## src/rtl/hrz_peak_scan.sv

```systemverilog
// Frame peak scanner: snapshots all Goertzel bins on a rising all-valid edge, scans them one
// bin per cycle for the largest value and the threshold hit mask, then publishes a frame-counted result set.
module hrz_peak_scan #(
  parameter int NF = 11,
  parameter int DW = 32,
  parameter int CW = 16,
  parameter int IW = 4
) (
  input  logic             clk,
  input  logic             rstn,
  input  logic [NF-1:0]    valid_i,
  input  logic [NF*DW-1:0] data_i,
  input  logic [DW-1:0]    thr_i,
  input  logic             clr_i,
  output logic             busy_o,
  output logic             done_o,
  output logic [IW-1:0]    peak_idx_o,
  output logic [DW-1:0]    peak_val_o,
  output logic [NF-1:0]    hit_mask_o,
  output logic [CW-1:0]    frame_cnt_o,
  output logic             ovf_o
);

  typedef enum logic [1:0] {IDLE, SCAN, DONE} state_t;

  state_t        state;
  logic          all_v, all_v_d, trig;
  logic [DW-1:0] snap [NF];
  logic [DW-1:0] thr_q, max_q, max_n, cur;
  logic [IW-1:0] idx_q, idx_n, bin;
  logic [NF-1:0] mask_q, mask_n;

  assign all_v = &valid_i;
  assign trig  = all_v & ~all_v_d;

  // Next scan values for the bin under the counter; the last bin publishes these directly.
  always_comb begin
    cur    = snap[bin];
    max_n  = max_q;
    idx_n  = idx_q;
    mask_n = mask_q;
    if (bin == '0 || cur > max_q) begin
      max_n = cur;
      idx_n = bin;
    end
    mask_n[bin] = (cur >= thr_q);
  end

  always_ff @(posedge clk or negedge rstn) begin
    if (!rstn) begin
      state       <= IDLE;
      all_v_d     <= 1'b0;
      thr_q       <= '0;
      max_q       <= '0;
      idx_q       <= '0;
      mask_q      <= '0;
      bin         <= '0;
      busy_o      <= 1'b0;
      done_o      <= 1'b0;
      peak_idx_o  <= '0;
      peak_val_o  <= '0;
      hit_mask_o  <= '0;
      frame_cnt_o <= '0;
      ovf_o       <= 1'b0;
      for (int i = 0; i < NF; i++) snap[i] <= '0;
    end else begin
      all_v_d <= all_v;
      done_o  <= 1'b0;
      if (clr_i) begin
        state       <= IDLE;
        busy_o      <= 1'b0;
        peak_idx_o  <= '0;
        peak_val_o  <= '0;
        hit_mask_o  <= '0;
        frame_cnt_o <= '0;
        ovf_o       <= 1'b0;
      end else begin
        case (state)
          IDLE: begin
            if (trig) begin
              for (int i = 0; i < NF; i++) snap[i] <= data_i[i*DW +: DW];
              thr_q  <= thr_i;
              max_q  <= '0;
              idx_q  <= '0;
              mask_q <= '0;
              bin    <= '0;
              busy_o <= 1'b1;
              state  <= SCAN;
            end
          end
          SCAN: begin
            if (trig) ovf_o <= 1'b1;
            max_q  <= max_n;
            idx_q  <= idx_n;
            mask_q <= mask_n;
            if (bin == IW'(NF - 1)) begin
              state       <= DONE;
              done_o      <= 1'b1;
              peak_idx_o  <= idx_n;
              peak_val_o  <= max_n;
              hit_mask_o  <= mask_n;
              frame_cnt_o <= frame_cnt_o + CW'(1);
            end else begin
              bin <= bin + IW'(1);
            end
          end
          DONE: begin
            if (trig) ovf_o <= 1'b1;
            busy_o <= 1'b0;
            state  <= IDLE;
          end
          default: begin
            busy_o <= 1'b0;
            state  <= IDLE;
          end
        endcase
      end
    end
  end

endmodule

```

## config.mk

```make
export PLATFORM = sky130hd
export DESIGN_NAME = hrz_peak_scan
export DESIGN_NICKNAME = d
export VERILOG_FILES = /design/src/rtl/hrz_peak_scan.sv
export SDC_FILE = /design/constraint.sdc
export NUM_CORES = 1
export LEC_CHECK = 0
export BUFFER_PORTS_ARGS = -buffer_cell sky130_fd_sc_hd__buf_2
export CAP_MARGIN = 40
export CORE_MARGIN = 4
export CORE_UTILIZATION = 50
export CTS_CLUSTER_DIAMETER = 80
export DETAILED_ROUTE_END_ITERATION = 12
export PLACE_DENSITY_LB_ADDON = 0.12
export SETUP_SLACK_MARGIN = 0.05
export SLEW_MARGIN = 40
export SYNTH_ARGS = -nofsm -noshare
export SYNTH_HDL_FRONTEND = slang
export SYNTH_SLANG_ARGS = --single-unit
```

## constraint.sdc

```tcl
create_clock -name clk -period 4 [get_ports clk]
set_clock_uncertainty 0.2 [all_clocks]
set_input_delay 0.4 -clock clk [delete_from_list [all_inputs] [get_ports clk]]
set_output_delay 0.4 -clock clk [all_outputs]
set_load 0.005 [all_outputs]
```

==> run_summary.xml <==
<?xml version="1.0" encoding="UTF-8"?>
<metrics>
  <group name="logic_synthesis">
    <metric name="synthesis.yosys.warnings" unit="">0</metric>
    <metric name="number_of_enable_flip_flop_cells_after_synthesis" unit="">0</metric>
    <metric name="asyncSetResetFlopFracSynth" unit="%">100</metric>
    <metric name="leading_area_contributor_after_synthesis" unit="">dfrtp_1</metric>
    <metric name="synth_area_leaders" unit="">dfrtp_1 (53%), mux2_2 (11%), mux2_1 (7.2%)</metric>
    <metric name="synth_top_cell_area_share" unit="%">52.6</metric>
    <metric name="post_synth_instance_area" unit="um^2">23900</metric>
    <metric name="synthesis.nets" unit="">2331</metric>
    <metric name="synth-seq-area-share" unit="%">52.6</metric>
    <metric name="synth.lib_cells_used.distinct" unit="">55</metric>
    <metric name="synth_seq_cells" unit="">503</metric>
    <metric name="syn-instance-count" unit="">1861</metric>
    <metric name="synthesized_area_per_cell" unit="um^2">12.8</metric>
    <metric name="ys_dominant_reg_cell" unit="">dfrtp_1</metric>
  </group>
  <group name="floorplan">
    <metric name="fp-row-count" unit="">79</metric>
    <metric name="floorplan.core_area" unit="um^2">47000</metric>
    <metric name="fp.dieH" unit="um">227</metric>
    <metric name="ioPinCount" unit="">464</metric>
    <metric name="die_area" unit="um^2">51400</metric>
    <metric name="initial_utilization" unit="%">50.9</metric>
    <metric name="die_x" unit="um">227</metric>
  </group>
  <group name="timing">
    <metric name="finalCritPeriodShare" unit="%">106</metric>
    <metric name="fmax" unit="MHz">236</metric>
    <metric name="slew_headroom" unit="%">51.8</metric>
    <metric name="rsz0062_at_grt" unit="">yes</metric>
    <metric name="hold_violations" unit="">0</metric>
    <metric name="layout_min_cycle_time" unit="ps">4230</metric>
    <metric name="pnr_worst_setup_slack" unit="ps">-231</metric>
    <metric name="fin_worst_hold_slack" unit="ps">122</metric>
    <metric name="finalSetupViolations" unit="">81</metric>
    <metric name="final-max-slew-violation-count" unit="">0</metric>
    <metric name="worstMarginPinSlew" unit="ps">723</metric>
  </group>
  <group name="placed_design">
    <metric name="hpwlAfterDp" unit="um">53200</metric>
    <metric name="buffers_on_ports" unit="">463</metric>
    <metric name="gp_congestion" unit="">0.864</metric>
    <metric name="dp_worst_setup_slack" unit="ps">-368</metric>
    <metric name="placed_cells" unit="">2930</metric>
  </group>
  <group name="cts">
    <metric name="clock_path_buffers" unit="">3</metric>
    <metric name="numCtsBuffers" unit="">53</metric>
    <metric name="htree_num_levels" unit="">2</metric>
    <metric name="clk_pin_slew" unit="ps">60</metric>
    <metric name="cts.root.buffer_cell" unit="">clkbuf_16</metric>
    <metric name="clock_sinks" unit="">503</metric>
    <metric name="clk_latency" unit="ps">610</metric>
    <metric name="tritoncts" unit="">built</metric>
  </group>
  <group name="detailed_routing">
    <metric name="route.detailed.drc" unit="">0</metric>
    <metric name="number_of_nets_with_antenna_violations_after_routing" unit="">0</metric>
    <metric name="post_drt_wl_per_cell" unit="um">23.3</metric>
    <metric name="postRouteWirelength" unit="um">80800</metric>
    <metric name="avgViaCountPerCell" unit="">5.64</metric>
    <metric name="firstDrtPassIters" unit="">5</metric>
    <metric name="detail_route.iter0.violations" unit="">1289</metric>
    <metric name="detailroute.via_count" unit="">19500</metric>
  </group>
  <group name="critical_path">
    <metric name="crit_required" unit="ps">4270</metric>
    <metric name="crit_path_cell_trace" unit="">buf_12 -&gt; buf_16 -&gt; mux4_2 -&gt; a21o_1 -&gt; ha_1 -&gt; nand4_1 -&gt; or4_4 -&gt; a21o_1 -&gt; a31oi_4 -&gt; o21bai_4 -&gt; a21o_1 -&gt; buf_6 -&gt; buf_12 -&gt; a22o_1</metric>
    <metric name="crit_fanout" unit="">18</metric>
    <metric name="worstPathBufferInverterCount" unit="">4</metric>
    <metric name="timing_worst_setup_path_type" unit="">reg -&gt; reg</metric>
    <metric name="critPathMostFrequentCell" unit="">a21o_1</metric>
    <metric name="path_delay_family" unit="">compound AO/OA/AOI/OAI gates</metric>
    <metric name="cp-start-kind" unit="">flip-flop</metric>
    <metric name="crit_path_max_incr_delay" unit="ps">590</metric>
    <metric name="crit_slowest_cell" unit="">or4_4</metric>
    <metric name="critical_path.endpoint_type" unit="">flip-flop</metric>
    <metric name="arrival" unit="ps">4510</metric>
  </group>
  <group name="layout">
    <metric name="finalNetCount" unit="">3269</metric>
    <metric name="drive_above_1_share" unit="%">37.1</metric>
    <metric name="most-common-layout-cells" unit="">dfrtp_1 (499), buf_2 (463), dlygate4sd3_1 (388)</metric>
    <metric name="final_cell_count_no_fill" unit="">3464</metric>
    <metric name="fin_util" unit="%">72.5</metric>
    <metric name="nFillCells" unit="">3109</metric>
    <metric name="syn_to_final_growth" unit="%">42.4</metric>
    <metric name="final_common_cell" unit="">dfrtp_1</metric>
  </group>
  <group name="power_and_ir_drop">
    <metric name="clkPwrFrac" unit="%">45.1</metric>
    <metric name="total_power" unit="mW">11.1</metric>
    <metric name="ir_drop" unit="mV">0.382</metric>
    <metric name="power_frac_seq" unit="%">46.3</metric>
    <metric name="sw_frac_of_total" unit="%">23.1</metric>
    <metric name="power_report.internal_total" unit="mW">8.53</metric>
    <metric name="switching_power" unit="mW">2.56</metric>
    <metric name="cellLeakagePower" unit="nW">17.0</metric>
    <metric name="power.combinational.fraction" unit="%">8.6</metric>
    <metric name="power_density" unit="nW/um^2">326</metric>
  </group>
  <group name="worst_hold_path">
    <metric name="holdCritPathClass" unit="">in -&gt; async</metric>
  </group>
  <group name="global_routing">
    <metric name="grt_pass1_vias" unit="">21200</metric>
    <metric name="antenna_found_initial" unit="">18</metric>
    <metric name="grt_overflow" unit="">0</metric>
    <metric name="pin_count_of_the_biggest_net_entering_global_routing" unit="">124</metric>
    <metric name="grt_use_total" unit="%">31.2</metric>
    <metric name="first_pass_grt_wire_length" unit="um">123000</metric>
  </group>
  <group name="flow_run">
    <metric name="timing.max_cap.violations" unit="">0</metric>
  </group>
  <group name="status">
    <metric name="failed_checks" unit="">negative setup slack</metric>
    <metric name="run_status" unit="">complete, but fails checks</metric>
  </group>
</metrics>
==> stage by stage <==
stage	setup TNS (ps)	cell area (um^2)
floorplan	0	24000
global placement	-18080	27700
detailed placement	-18520	27700
CTS	-7940	33800
global route	-23520	34000
finish	-11160	34100
==> repair_timing <==
| action | in CTS | in global routing |
|---|---|---|
| cloned | 6 | 1 |
| endpoints found under the hold margin | 554 | 0 |
| hold buffers | 388 | 0 |
| pin swaps | 29 | 16 |
| endpoints found under the setup margin | 84 | 85 |
| gates resized for setup | 43 | 34 |
| setup buffers | 11 | 16 |
==> worst paths after layout <==
kind                                  from        end  slack, ps  depth (start not counted)
min in group clk                valid_i[8]      ovf_o        230                          6
worst max-delay path                bin[0]  max_q[29]       -230                         14
worst min-delay path                  rstn  thr_q[14]        120                          2
max in group asynchronous             rstn   max_q[8]       2410                          5
worst min register to register   snap[322]  snap[322]        290                          1
worst max register to register      bin[0]  max_q[29]       -230                         14
==> sequential cells by signal, indices dropped and copies added (netlist names), 10 cells and up <==
name         count
mask_q          10
snap           352
hit_mask_o      11
max_q           32
peak_val_o      32
frame_cnt_o     16
thr_q           32
==> area by class of cell <==
type                       instances  area, um^2  area share (%)
multi-input combinational       1132       10700            31.3
timing repair buffer            1010        7860            23.1
tap                              607         759            2.23
clock inverter                    24         258           0.757
inverter                          99         372            1.09
antenna                           14        35.0           0.103
sequential                       503       12600            37.0
clock buffer                      75        1500            4.40
==> Yosys cell counts (5+ instances only) <==
library cell and n:
nand3_1 33, a22o_1 34, and3_1 12, buf_1 9, nor2b_1 6, clkbuf_1 94
mux4_2 64, mux2_1 152, a311o_1 5, mux2_2 232, a21oi_1 70, o21ai_0 50
a211oi_1 26, o311ai_1 24, buf_2 21, nor3_1 17, o211ai_1 11, dfrtp_1 503
nor4_1 7, nand2_1 58, ha_1 72, nand4_1 41, o21ai_1 10, a21o_1 30
nor2_1 82, mux2i_1 33, nor3b_1 8, inv_1 99, xnor2_1 8, or3_1 7
==> logic make-up after synthesis <==
group                      Yosys count  share of synthesized area (%)
and+or+nand+nor                    280                           5.71
adders and majority gates           72                           3.77
AOI/OAI and AO/OA                  288                           8.21
xor gates and xnor gates            10                          0.366
buffers and inverters              227                           3.80
DFF                                503                           52.6
muxes                              481                           25.5
==> power groups by stage <==
stage / sequential, mW / combinational [mW] / clock, mW
2_1_floorplan: 5.22 / 0.152 / 0
3_3_place_gp: 5.23 / 0.567 / 0
3_5_place_dp: 5.23 / 0.577 / 0
4_1_cts: 5.13 / 0.914 / 5.08
5_1_grt: 5.14 / 1.02 / 5.28
6_report: 5.14 / 0.952 / 5.00
==> metal layers <==
layer	routed length, um	up-vias	GRT usage [%]
met2	39400	805	51.1
met4	3480	10	13.2
met5	62	-	0
met1	32800	9791	41.3
li1	-	8713	-
met3	5060	222	5.62
==> worst reg2reg max path, cell delays in order, from the launching register on <==
cell,delay [ps]
dfrtp_4,510
buf_12,160
buf_16,170
mux4_2,570
a21o_1,220
ha_1,290
nand4_1,130
or4_4,590
a21o_1,210
a31oi_4,210
o21bai_4,90
a21o_1,200
buf_6,170
buf_12,150
a22o_1,230
No activity file was read; power rests on OpenSTA's default activity.
